### src/rtl/prach_tdm_pack_if.sv
// Input sample stream for the PRACH TDM framer: 3-CC I/Q with frame marker and valid/ready.
interface prach_tdm_pack_if;
  logic [2:0][15:0] din_dr;
  logic [2:0][15:0] din_di;
  logic             din_sof;
  logic             din_valid;
  logic             din_ready;

  modport master (output din_dr, output din_di, output din_sof, output din_valid, input din_ready);
  modport slave  (input din_dr, input din_di, input din_sof, input din_valid, output din_ready);
endinterface

### src/rtl/prach_tdm_pack.sv
// 3-CC PRACH TDM framer: buffers input samples and launches one per 8-tick slot.
//
// state  | meaning
// S_FILL | waiting for PREFILL entries; slots launch zeros, no underflow flag
// S_RUN  | one entry popped per slot; empty FIFO at a slot flags underflow, back to S_FILL
module prach_tdm_pack #(
  parameter int FIFO_AW = 3,
  parameter int PREFILL = 2
) (
  input  logic                 clk,
  input  logic                 rst,
  prach_tdm_pack_if.slave      din,
  input  logic                 clr_status,
  output logic [15:0]          dout_dr_cc0,
  output logic [15:0]          dout_dr_cc1,
  output logic [15:0]          dout_dr_cc2,
  output logic [15:0]          dout_di_cc0,
  output logic [15:0]          dout_di_cc1,
  output logic [15:0]          dout_di_cc2,
  output logic [2:0]           dout_chn,
  output logic                 sync_out,
  output logic                 underflow,
  output logic                 overflow,
  output logic [FIFO_AW:0]     fifo_level
);

  localparam int              DEPTH     = 2 ** FIFO_AW;
  localparam logic [FIFO_AW:0] DEPTH_L   = (FIFO_AW+1)'(DEPTH);
  localparam logic [FIFO_AW:0] PREFILL_L = (FIFO_AW+1)'(PREFILL);

  typedef struct packed {
    logic             sof;
    logic [2:0][15:0] dr;
    logic [2:0][15:0] di;
  } entry_t;

  typedef enum logic {S_FILL, S_RUN} state_t;

  entry_t           mem [DEPTH];
  entry_t           head;
  entry_t           launch_q;
  logic [FIFO_AW:0] wr_ptr;
  logic [FIFO_AW:0] rd_ptr;
  logic [FIFO_AW:0] level;
  logic             wr_en;
  logic             slot_end;
  logic             pop;
  logic             ufl_set;
  logic             ofl_set;
  state_t           state_q;
  state_t           state_d;

  assign level          = wr_ptr - rd_ptr;
  assign fifo_level     = level;
  // Ready is forced low while reset is held so no write can race the release.
  assign din.din_ready  = !rst && (level < DEPTH_L);
  assign wr_en          = din.din_valid && din.din_ready;
  assign ofl_set        = din.din_valid && !din.din_ready;
  assign head           = mem[rd_ptr[FIFO_AW-1:0]];
  assign slot_end       = (dout_chn == 3'd7);

  always_ff @(posedge clk) begin
    if (wr_en) begin
      mem[wr_ptr[FIFO_AW-1:0]] <= '{sof: din.din_sof, dr: din.din_dr, di: din.din_di};
    end
  end

  always_comb begin
    state_d = state_q;
    pop     = 1'b0;
    ufl_set = 1'b0;
    if (slot_end) begin
      case (state_q)
        S_FILL: begin
          if (level >= PREFILL_L) begin
            pop     = 1'b1;
            state_d = S_RUN;
          end
        end
        S_RUN: begin
          if (level != '0) begin
            pop = 1'b1;
          end else begin
            ufl_set = 1'b1;
            state_d = S_FILL;
          end
        end
        default: state_d = S_FILL;
      endcase
    end
  end

  always_ff @(posedge clk or posedge rst) begin
    if (rst) begin
      state_q   <= S_FILL;
      dout_chn  <= 3'd0;
      wr_ptr    <= '0;
      rd_ptr    <= '0;
      launch_q  <= '0;
      sync_out  <= 1'b0;
      underflow <= 1'b0;
      overflow  <= 1'b0;
    end else begin
      state_q  <= state_d;
      dout_chn <= dout_chn + 3'd1;
      if (wr_en) wr_ptr <= wr_ptr + 1'b1;
      if (pop)   rd_ptr <= rd_ptr + 1'b1;
      if (slot_end) begin
        launch_q <= pop ? head : '0;
        sync_out <= pop && head.sof;
      end else begin
        sync_out <= 1'b0;
      end
      // A set event in the same cycle wins over the clear.
      if (ufl_set)         underflow <= 1'b1;
      else if (clr_status) underflow <= 1'b0;
      if (ofl_set)         overflow  <= 1'b1;
      else if (clr_status) overflow  <= 1'b0;
    end
  end

  assign dout_dr_cc0 = launch_q.dr[0];
  assign dout_dr_cc1 = launch_q.dr[1];
  assign dout_dr_cc2 = launch_q.dr[2];
  assign dout_di_cc0 = launch_q.di[0];
  assign dout_di_cc1 = launch_q.di[1];
  assign dout_di_cc2 = launch_q.di[2];

endmodule

### src/flat_wrapper.sv
// flat-port wrapper written by rule: the top's interface ports become plain ports
module prach_tdm_pack_flat 
#(
  parameter int FIFO_AW = 3,
  parameter int PREFILL = 2
)
  (clk, rst, clr_status, dout_dr_cc0, dout_dr_cc1, dout_dr_cc2, dout_di_cc0, dout_di_cc1, dout_di_cc2, dout_chn, sync_out, underflow, overflow, fifo_level, din_din_dr, din_din_di, din_din_sof, din_din_valid, din_din_ready);
  prach_tdm_pack_if din_i ();
  input  logic clk;
  input  logic rst;
  input  logic clr_status;
  output logic [15:0] dout_dr_cc0;
  output logic [15:0] dout_dr_cc1;
  output logic [15:0] dout_dr_cc2;
  output logic [15:0] dout_di_cc0;
  output logic [15:0] dout_di_cc1;
  output logic [15:0] dout_di_cc2;
  output logic [2:0] dout_chn;
  output logic sync_out;
  output logic underflow;
  output logic overflow;
  output logic [FIFO_AW:0] fifo_level;
  input wire logic [$bits(din_i.din_dr)-1:0] din_din_dr;
  input wire logic [$bits(din_i.din_di)-1:0] din_din_di;
  input wire logic [$bits(din_i.din_sof)-1:0] din_din_sof;
  input wire logic [$bits(din_i.din_valid)-1:0] din_din_valid;
  output wire logic [$bits(din_i.din_ready)-1:0] din_din_ready;
  assign din_i.din_dr = din_din_dr;
  assign din_i.din_di = din_din_di;
  assign din_i.din_sof = din_din_sof;
  assign din_i.din_valid = din_din_valid;
  assign din_din_ready = din_i.din_ready;
  prach_tdm_pack #(.FIFO_AW(FIFO_AW), .PREFILL(PREFILL)) u_core (.clk(clk), .rst(rst), .din(din_i), .clr_status(clr_status), .dout_dr_cc0(dout_dr_cc0), .dout_dr_cc1(dout_dr_cc1), .dout_dr_cc2(dout_dr_cc2), .dout_di_cc0(dout_di_cc0), .dout_di_cc1(dout_di_cc1), .dout_di_cc2(dout_di_cc2), .dout_chn(dout_chn), .sync_out(sync_out), .underflow(underflow), .overflow(overflow), .fifo_level(fifo_level));
endmodule
### config.mk
export PLATFORM = sky130hd
export DESIGN_NAME = prach_tdm_pack_flat
export DESIGN_NICKNAME = d
export VERILOG_FILES = /design/src/rtl/prach_tdm_pack_if.sv /design/src/rtl/prach_tdm_pack.sv /design/src/flat_wrapper.sv
export SDC_FILE = /design/constraint.sdc
export NUM_CORES = 1
export LEC_CHECK = 0
export BUFFER_PORTS_ARGS = -buffer_cell sky130_fd_sc_hd__buf_2
export CORE_MARGIN = 2
export CORE_UTILIZATION = 55
export CTS_CLUSTER_DIAMETER = 30
export DETAILED_ROUTE_END_ITERATION = 7
export PLACE_DENSITY = 0.75
export SYNTH_ARGS = -nofsm -noshare
export SYNTH_HDL_FRONTEND = slang
export SYNTH_SLANG_ARGS = --single-unit
### constraint.sdc
create_clock -name clk -period 36.4 [get_ports clk]
set_input_delay 10.92 -clock clk [delete_from_list [all_inputs] [get_ports clk]]
set_output_delay 10.92 -clock clk [all_outputs]
set_load 0.03 [all_outputs]
; Word level (Yosys, flattened, before mapping)
; Memory sizes are Yosys's and may differ from the RTL's.
; Index checks and enable logic that the tools add are counted.
[word_totals]
output_inout_bits = 107
elab_cells = 45
memories = 1
ram_bits = 776
inputBits = 101
register_bits = 111
[memory_table]
columns = name, words, word_bits, rd, rd_clocked_by_memory_dff, write_ports, line_no
row1 = u_core.mem, 8, 97, 1, 0, 1, prach_tdm_pack.sv:39  ; entry_t mem [DEPTH];
[classes]
add_sub_neg = 4
bitwise = 1
order_cmp = 2
mux = 14
eq_ne = 1
n_reduce_logical = 9
[op_table]
columns = op, count
row1 = 2-to-1 mux 96 bit, 1
row2 = 2-to-1 mux 1 bit, 12
row3 = adder 4 x 1 -> 4 bit (second input constant), 2
row4 = >= comparator 4 x 2 -> 1 bit (second input constant), 1
row5 = logical AND 1 bit, 4
row6 = < comparator 4 bit (second input constant), 1
row7 = nonzero test 2 bit, 2
row8 = nonzero test 4 bit, 1
row9 = subtractor 4 bit, 1
row10 = adder 3 x 1 -> 3 bit (second input constant), 1
row11 = equality test 3 bit (second input constant), 1
row12 = zero test 1 bit, 2
row13 = one-hot mux 1 bit (2 select lines), 1
row14 = inverter 1 bit, 1

; Longest topological paths before layout
; Gate-level depths: netlist of the first run.
[depth]
depth_word = 7
depth_mapped = 11

; Worst setup path after synthesis of the first run
; No wires, ideal clock.
[synth_path]
kind = input -> output
start = input port rst
end = output port din_din_ready
arrival_ns = 11.666
cell_stages = 1
slack_ns = 13.814
cell_sequence = nor3_1
[synth_via]
elab_chain_cells = 2
[synth_rtl]
columns = item, line_no
row1 = from (decl), flat_wrapper.sv:10  ; input logic rst;
row2 = zero test 1 bit, prach_tdm_pack.sv:56  ; assign din.din_ready = !rst && (level < DEPTH_L);
row3 = logical AND 1 bit, prach_tdm_pack.sv:56
row4 = to (decl), flat_wrapper.sv:27  ; output wire logic [$bits(din_i.din_ready)-1:0] din_din_ready;
; Every way passes these cells.

; Worst setup path after layout of the first run
; Ends and elaborated chain as after synthesis.

==> results of run 1 <==
==> where the power goes <==
part	internal, mW	switching [mW]	total [mW]
Sequential	1.24	0.0923	1.34
Clock	0.880	0.472	1.35
Combinational	0.376	0.493	0.869
==> placed cells by master (no fill, tap or decap), drive strengths merged, types with 3 or more instances in the layout <==
| cell type | count |
|---|---|
| clkbuf | 171 |
| nor4 | 8 |
| edfxtp | 776 |
| dfrtp | 111 |
| buf | 238 |
| bufinv | 17 |
| ha | 7 |
| xnor2 | 5 |
| mux2i | 96 |
| clkinv | 43 |
| diode | 5 |
| nand2 | 3 |
| mux4 | 194 |
| o21ai | 3 |
| nor3 | 3 |
| clkinvlp | 18 |
| inv | 29 |
| a21oi | 4 |
| nor2 | 3 |
| o2bb2ai | 96 |
==> per-layer routing <==
layer / track usage / share of wire / vias to the layer above
met2: 0.3736 / 0.50 / 572
met4: 0.08197 / 0.025 / 32
met3: 0.07139 / 0.074 / 153
met5: 0 / 0.0028 / -
met1: 0.3135 / 0.40 / 8537
li1: - / - / 6725
==> layout make-up <==
cell class                 count  area share
antenna                        5   0.0003097
clock buffer                 171     0.09530
clock inverter                93     0.02568
inverter                      14    0.001549
multi-input combinational    446      0.1757
sequential                   887      0.6458
tap                          782     0.02422
timing repair buffer         238     0.03141
==> logic make-up after synthesis <==
| kind of cell | count (synthesis) | synth area share |
|---|---|---|
| flip-flops | 887 | 0.7743 |
| multiplexers | 292 | 0.1589 |
| AO/OA/AOI/OAI | 114 | 0.03997 |
| buffers and inverters | 91 | 0.01653 |
| AND/OR/NAND/NOR | 25 | 0.004866 |
| adder cells (fa/ha/maj) | 8 | 0.003194 |
| XOR/XNOR | 7 | 0.002266 |
==> registers in the layout, summed over array words and instances, names as in the netlist <==
| name | flops |
|---|---|
| u_core.state_q | 1 |
| u_core.overflow | 1 |
| u_core.sync_out | 1 |
| u_core.mem | 776 |
| u_core.dout_di_cc0 | 16 |
| u_core.dout_chn | 3 |
| u_core.dout_di_cc1 | 16 |
| u_core.dout_dr_cc0 | 16 |
| u_core.underflow | 1 |
| u_core.dout_dr_cc2 | 16 |
| u_core.rd_ptr | 4 |
| u_core.wr_ptr | 4 |
| u_core.dout_di_cc2 | 16 |
| u_core.dout_dr_cc1 | 16 |
==> critical path, delay by kind of cell <==
family,cells,cell delay (ns)
buffers and inverters,2,0.38
AND/OR/NAND/NOR,1,0.26
==> path summary, 6_finish.rpt <==
path,startpoint,endpoint,cells past startpoint
max,rst,din_din_ready,3
min,u_core.dout_chn[0]$_DFF_PP0_,u_core.dout_chn[0]$_DFF_PP0_,1
max reg2reg,u_core.rd_ptr[2]$_DFFE_PP0P_,u_core.mem[4][26]$_DFFE_PP_,8
min reg2reg,u_core.dout_chn[0]$_DFF_PP0_,u_core.dout_chn[0]$_DFF_PP0_,1
max in group asynchronous,rst,u_core.rd_ptr[2]$_DFFE_PP0P_,3
min in group asynchronous,rst,u_core.dout_dr_cc2[6]$_DFFE_PP0P_,2
==> results.cfg, run 1 <==
[sta]
worst_slack_ns = 13.91
fin_tns_setup_ns = 0
fin_crit_ns = 22.49
tightest_slew_ns = 1.069
clock_skew_ns = 0.03473
drv_slew = 0
fmax_mhz = 44.47
hold_viol_final = 0
setup_viol = 0
max-slew-margin-rel = 0.2872
hold_slack_ns = 0.4484
rsz0062_at_grt = false
layout_worst_path_cycle_share = 0.6177

[synthesis]
yosys_warnings = 0
synth.most_common_cell = edfxtp_1
synth_async_sr_flop_share = 0.1251
synth_area_leaders = edfxtp_1 (69%), mux4_2 (13%), dfrtp_1 (8.2%)
syn_area_sq_um = 33680
synth_commonest_cells = edfxtp_1 (776), mux4_2 (194), dfrtp_1 (111)
ys_seq_elements = 887
ys.flop_type = edfxtp_1
yosysTopAreaCellShare = 0.6918
yosysSeqAreaShare = 0.7743
synth_top_area_cell = edfxtp_1
syn_inst = 1424
synth.avg_cell_area_sq_um = 23.65
synthesis.nets = 1533
synth_edf_count = 776
synth_cell_types = 45

[detailed_routing]
via_per_inst = 6.077
drt_iter0_markers = 1300
wl_per_cell_um = 27.30
firstDrtPassIters = 5
antenna_left = 0
num_vias = 16019
routed_wl_um = 71950
drc = 0

[min_path]
hp-class = reg -> reg

[layout]
final_design_area_no_fill_sq_um = 40400
fin_nets = 1840
final_util = 0.6680
final_layout_size_suffix_gt1_frac = 0.4040
area_growth_pct = 19.93
fin_cells = 2636
seq_area_sq_um = 26090
multi_input_area_sq_um = 7099
final.fill_count = 3682

[clock_network]
cts_made_buffers = 144
clk_latency_ns = 0.71
h-tree-depth = 4
cts_hold_buffers = 0
cts_num_sinks = 887
clk_transition_reported_paths_ns = 0.04
cts_tree = yes
root_buffer = clkbuf_16
cts_setup_buffers = 0
clk_path_buf_depth = 3
cts.repair.resized = 0

[global_routing]
grt_pass1_wl_um = 108000
grt_pass1_vias = 17122
grt_overflow = 0
grt_max_degree = 75
antenna_found_initial = 20
track_usage = 0.2352

[floorplan]
start_util = 0.5570
dieHeight_um = 251.5
num_io_pins = 208
dieWidth_um = 251.5
dieArea_sq_um = 63240
rows = 90
core-area_sq_um = 60470

[pwr]
p_per_area_nw_per_um2 = 88.01
power.leakage_nw = 13.99
p_total_mw = 3.555
ir_drop_uv = 151.4

[worst_setup_path]
crit_path_start_kind = input port
crit_slowest_cell = nor3_1
crit_top_cell = buf_2
required_ns = 25.48
crit_path_end_kind = output pin
r2r_slack_ns = 31.69
cp_max_fo = 3
max_stage_delay_ns = 0.26
critPathArrivalTime_ns = 11.57
crit_type = in -> out
cp_cell_sequence = buf_2 > nor3_1 > buf_2

[place]
numPortBuffers = 207
gp_congestion = 0.7434
place_area_sq_um = 35500
dp_slack_ns = 13.92
dpl.cell_count = 2367
hpwlAfterDp_um = 35740

[flow_run]
cap_violations = 0

[outcome]
status = finished, final reports clean
No activity file was read; power rests on OpenSTA's default activity.
==> run 2, diff against run 1 <==
Settings changed: CORE_UTILIZATION 55 to 54, PLACE_DENSITY 0.75 to 0.77.
Clock period 36.4 ns to 19.3 ns, I/O delays scaled along.
==> run 2 against run 1 <==
Non-clock buffer count is 4 lower. Hold slack better by 0.012 ns. Sequential share of layout area fell by 0.12 points. Core utilization down 1.2 points. Largest cell class unchanged.
==> results.cfg, run 2 (synthesis results as in run 1) <==
[place]
numPortBuffers = 207
dpl.cell_count = 2418
dp_slack_ns = 7.064
hpwlAfterDp_um = 36280
gp_congestion = 0.7436
place_area_sq_um = 35540

[worst_setup_path]
timing.rr.end = u_core.mem[4][4]$_DFFE_PP_
r2r_start = u_core.rd_ptr[1]$_DFFE_PP0P_
reg2reg_depth = 8
crit_type = in -> out
critPathArrivalTime_ns = 6.44
crit_path_end_kind = output pin
required_ns = 13.51
max_stage_delay_ns = 0.26
cp_max_fo = 3
path_buf_inv = 2
r2r_slack_ns = 14.08
crit_family = buffers and inverters
crit_path_start_kind = input port
crit_slowest_cell = nor3_1
cp_cell_sequence = buf_2 > nor3_1 > buf_2
crit_top_cell = buf_2

[layout]
fin_nets = 1835
final_design_area_no_fill_sq_um = 40470
largest_reg_flops = 776
area_growth_pct = 20.16
final_layout_size_suffix_gt1_frac = 0.4052
final_util = 0.6558
fin_cells = 2683
final_common_cell = edfxtp_1
final_cell_mix = edfxtp_1 (776), buf_2 (207), mux4_2 (194), clkbuf_16 (147), dfrtp_1 (108)

[sta]
layout_worst_path_cycle_share = 0.6338
worst_slack_ns = 7.067
hold_slack_ns = 0.4600
clock_skew_ns = 0.02936
fin_crit_ns = 12.23
tightest_slew_ns = 1.132
fmax_mhz = 81.75
fin_tns_setup_ns = 0
max-slew-margin-rel = 0.2453
drv_slew = 0
setup_viol = 0
hold_viol_final = 0
rsz0062_at_grt = false

[detailed_routing]
via_per_inst = 5.974
num_vias = 16027
drt_iter0_markers = 1404
drc = 0
firstDrtPassIters = 5
antenna_left = 0
wl_per_cell_um = 27.16
routed_wl_um = 72880

[global_routing]
track_usage = 0.2327
grt_util_met3 = 0.06473
met2_usage = 0.3769
busiest_layer = met2
grt_overflow = 0
grt_pass1_wl_um = 108400
grtUsageMet1 = 0.3090
antenna_found_initial = 21
grt_pass1_vias = 17222
grt_max_degree = 75

[clock_network]
cts.repair.resized = 0
cts_hold_buffers = 0
clk_path_buf_depth = 3
clk_latency_ns = 0.71
cts_num_sinks = 887
clk_transition_reported_paths_ns = 0.05
cts_tree = yes
cts_setup_buffers = 0
root_buffer = clkbuf_16
h-tree-depth = 4
cts_made_buffers = 143

[min_path]
min_to = u_core.dout_chn[0]$_DFF_PP0_
hp-class = reg -> reg
holdPathStages = 1
min-delay-start = u_core.dout_chn[0]$_DFF_PP0_

[pwr]
ir_drop_uv = 219.2
p_per_area_nw_per_um2 = 166.8
p_total_mw = 6.751
power.leakage_nw = 13.98

[floorplan]
core-area_sq_um = 61710
start_util = 0.5458
dieWidth_um = 253.8
rows = 91
num_io_pins = 208
dieHeight_um = 253.8
dieArea_sq_um = 64390

[outcome]
status = finished, final reports clean

[flow_run]
cap_violations = 0
## run 2: cell types whose count changed in the layout (fill, tap and decap cells not counted), sizes merged
cell | previous run | this run
clkinv | 43 | 37
clkbuf | 171 | 167
clkinvlp | 18 | 19
inv | 29 | 31
bufinv | 17 | 20
buf | 238 | 234
## run 2: worst max-delay path by stage
stage               from                          to  slack [ns]  cells past startpoint
floorplan            rst  u_core.mem[0][0]$_DFFE_PP_        2.92                      4
global placement     rst               din_din_ready        7.09                      3
detailed placement   rst               din_din_ready        7.06                      3
CTS                  rst               din_din_ready        7.06                      3
global route         rst               din_din_ready        7.00                      3
finish               rst               din_din_ready        7.07                      3
## run 2: layout make-up
type / instances / area (sq um)
repair buffers: 234 / 1239
diodes: 5 / 12.51
flip-flops and latches: 887 / 26090
fillers: 3843 / 21240
well taps: 837 / 1047
multi-input cells: 446 / 7099
clock buffers: 167 / 3784
inverters: 14 / 65.06
clock inverters: 93 / 1137
## run 2: layer usage
metal	part of all wire	wire length [um]
met4	0.023	1701
met1	0.40	29310
met2	0.50	36690
met3	0.068	4989
met5	0.0026	187
## run 2: report_power, final
part | switching, mW | internal (mW) | total [mW]
Sequential | 0.184 | 2.34 | 2.53
Clock | 0.896 | 1.68 | 2.58
Combinational | 0.935 | 0.711 | 1.65
==> run 3, diff against run 2 <==
Settings changed: CORE_UTILIZATION 54 to 55, PLACE_DENSITY 0.77 to 0.75.
Clock period 19.3 ns to 12.1 ns, I/O delays scaled along.
==> run 3 against run 2 <==
Hold slack lost 0.0077 ns. Highest routed layer unchanged. Setup slack got worse by 2.9 ns. Critical endpoint unchanged. Largest power group is now registers. Critical path type unchanged. Sequential cell count did not move. Routed wire length down 1.0%. Final area decreased by 0.50%. Clock skew is 0.0034 ns higher.
==> results.cfg, run 3 (synthesis results as in run 1) <==
[clock_network]
h-tree-depth = 4
clk_latency_ns = 0.71
cts_hold_buffers = 0
cts.repair.resized = 0
root_buffer = clkbuf_16
cts_made_buffers = 141
cts_tree = yes
clk_transition_reported_paths_ns = 0.05
cts_num_sinks = 887
cts_setup_buffers = 0
clk_path_buf_depth = 3

[layout]
final_design_area_no_fill_sq_um = 40270
fin_nets = 1833
area_growth_pct = 19.55
seq_area_sq_um = 26090
multi_input_area_sq_um = 7099
final_common_cell = edfxtp_1
final_util = 0.6659
final.fill_count = 3629
final_cell_mix = edfxtp_1 (776), buf_2 (207), mux4_2 (194), clkbuf_16 (144), dfrtp_1 (109)
largest_reg_flops = 776
final_layout_size_suffix_gt1_frac = 0.4045
fin_cells = 2634

[floorplan]
dieHeight_um = 251.5
num_io_pins = 208
core-area_sq_um = 60470
dieWidth_um = 251.5
rows = 90
start_util = 0.5570
dieArea_sq_um = 63240

[sta]
layout_worst_path_cycle_share = 0.6533
clock_skew_ns = 0.03274
tightest_slew_ns = 1.076
worst_slack_ns = 4.195
rsz0062_at_grt = false
hold_viol_final = 0
fin_crit_ns = 7.905
drv_slew = 0
setup_viol = 0
fmax_mhz = 126.5
max-slew-margin-rel = 0.2830

[pwr]
cellInternalPower_mw = 7.364
power.leakage_nw = 13.94
clkPwrFrac = 0.374
p_sw_frac = 0.3071
p_switching_mw = 3.263
ir_drop_uv = 447.3
p_per_area_nw_per_um2 = 263.9
combPwrFrac = 0.250
p_seq_frac = 0.377

[worst_setup_path]
critPathArrivalTime_ns = 4.28
crit_type = in -> out
crit_family = buffers and inverters
required_ns = 8.47
crit_slowest_cell = nor3_1
crit_top_cell = buf_2
cp_cell_sequence = buf_2 > nor3_1 > buf_2
cp_max_fo = 3
path_buf_inv = 2
max_stage_delay_ns = 0.26
crit_path_start_kind = input port
crit_path_end_kind = output pin

[global_routing]
track_usage = 0.2355
grt_pass1_wl_um = 108700
antenna_found_initial = 24
grt_max_degree = 162
grt_pass1_vias = 17428
grt_overflow = 0

[detailed_routing]
wl_per_cell_um = 27.38
routed_wl_um = 72120
drt_iter0_markers = 1449
antenna_left = 0
firstDrtPassIters = 5
num_vias = 15974
drc = 0
via_per_inst = 6.065

[place]
place_area_sq_um = 35490
dpl.cell_count = 2363
numPortBuffers = 207
gp_congestion = 0.7624
dp_slack_ns = 4.208
hpwlAfterDp_um = 35720

[flow_run]
cap_violations = 0

[min_path]
hp-class = reg -> reg

[outcome]
status = finished, final reports clean
run 3: per-layer routing:
metal | GRT usage | part of all wire
met3 | 0.07913 | 0.080
met5 | 0 | 0.0023
met4 | 0.07194 | 0.020
met1 | 0.3084 | 0.39
met2 | 0.3788 | 0.50
run 3: area by class of cell:
class                   count  area share
diodes                     10   0.0006214
flip-flops and latches    887      0.6478
repair buffers            234     0.03138
inverters                  14    0.001554
multi-input cells         446      0.1763
clock buffers             160     0.09147
well taps                 782     0.02430
clock inverters           101     0.02653
run 3: worst reg2reg max path: stages (launching register included):
cell and delay [ns]:
dfrtp_1 0.40, inv_4 0.69, ha_1 0.39, and3b_1 0.24, nor4_4 0.38, nor2_2 0.19, nor4_2 0.22, buf_4 0.69
buf_4 0.88
run 3: worst paths after layout:
path | slack, ns | endpoint | from | depth (start not counted)
setup / recovery | 4.19 | din_din_ready | rst | 3
hold / removal | 0.45 | u_core.dout_chn[0]$_DFF_PP0_ | u_core.dout_chn[0]$_DFF_PP0_ | 1
setup reg to reg | 7.60 | u_core.mem[2][12]$_DFFE_PP_ | u_core.rd_ptr[1]$_DFFE_PP0P_ | 8
hold reg to reg | 0.45 | u_core.dout_chn[0]$_DFF_PP0_ | u_core.dout_chn[0]$_DFF_PP0_ | 1
max in group asynchronous | 7.90 | u_core.rd_ptr[0]$_DFFE_PP0P_ | rst | 3
min in group asynchronous | 3.08 | u_core.dout_dr_cc1[13]$_DFFE_PP0P_ | rst | 2
run 3: metrics by stage:
| step | setup TNS, ns | power [mW] | hold slack [ns] |
|---|---|---|---|
| floorplan | -1436.84 | 6.029 | 0.5069 |
| global placement | 0 | 6.657 | 0.4304 |
| detailed placement | 0 | 6.700 | 0.4529 |
| CTS | 0 | 10.72 | 0.4599 |
| global route | 0 | 11.02 | 0.4841 |
| finish | 0 | 10.63 | 0.4522 |
run 3: power groups by stage:
stage | clock network, mW | logic (mW) | registers (mW)
final | 3.97 | 2.65 | 4.01
after global routing | 4.16 | 2.82 | 4.04
after CTS | 4.02 | 2.69 | 4.01
after detailed placement | 0 | 2.65 | 4.05
after global placement | 0 | 2.63 | 4.03
after floorplan | 0 | 1.70 | 4.32
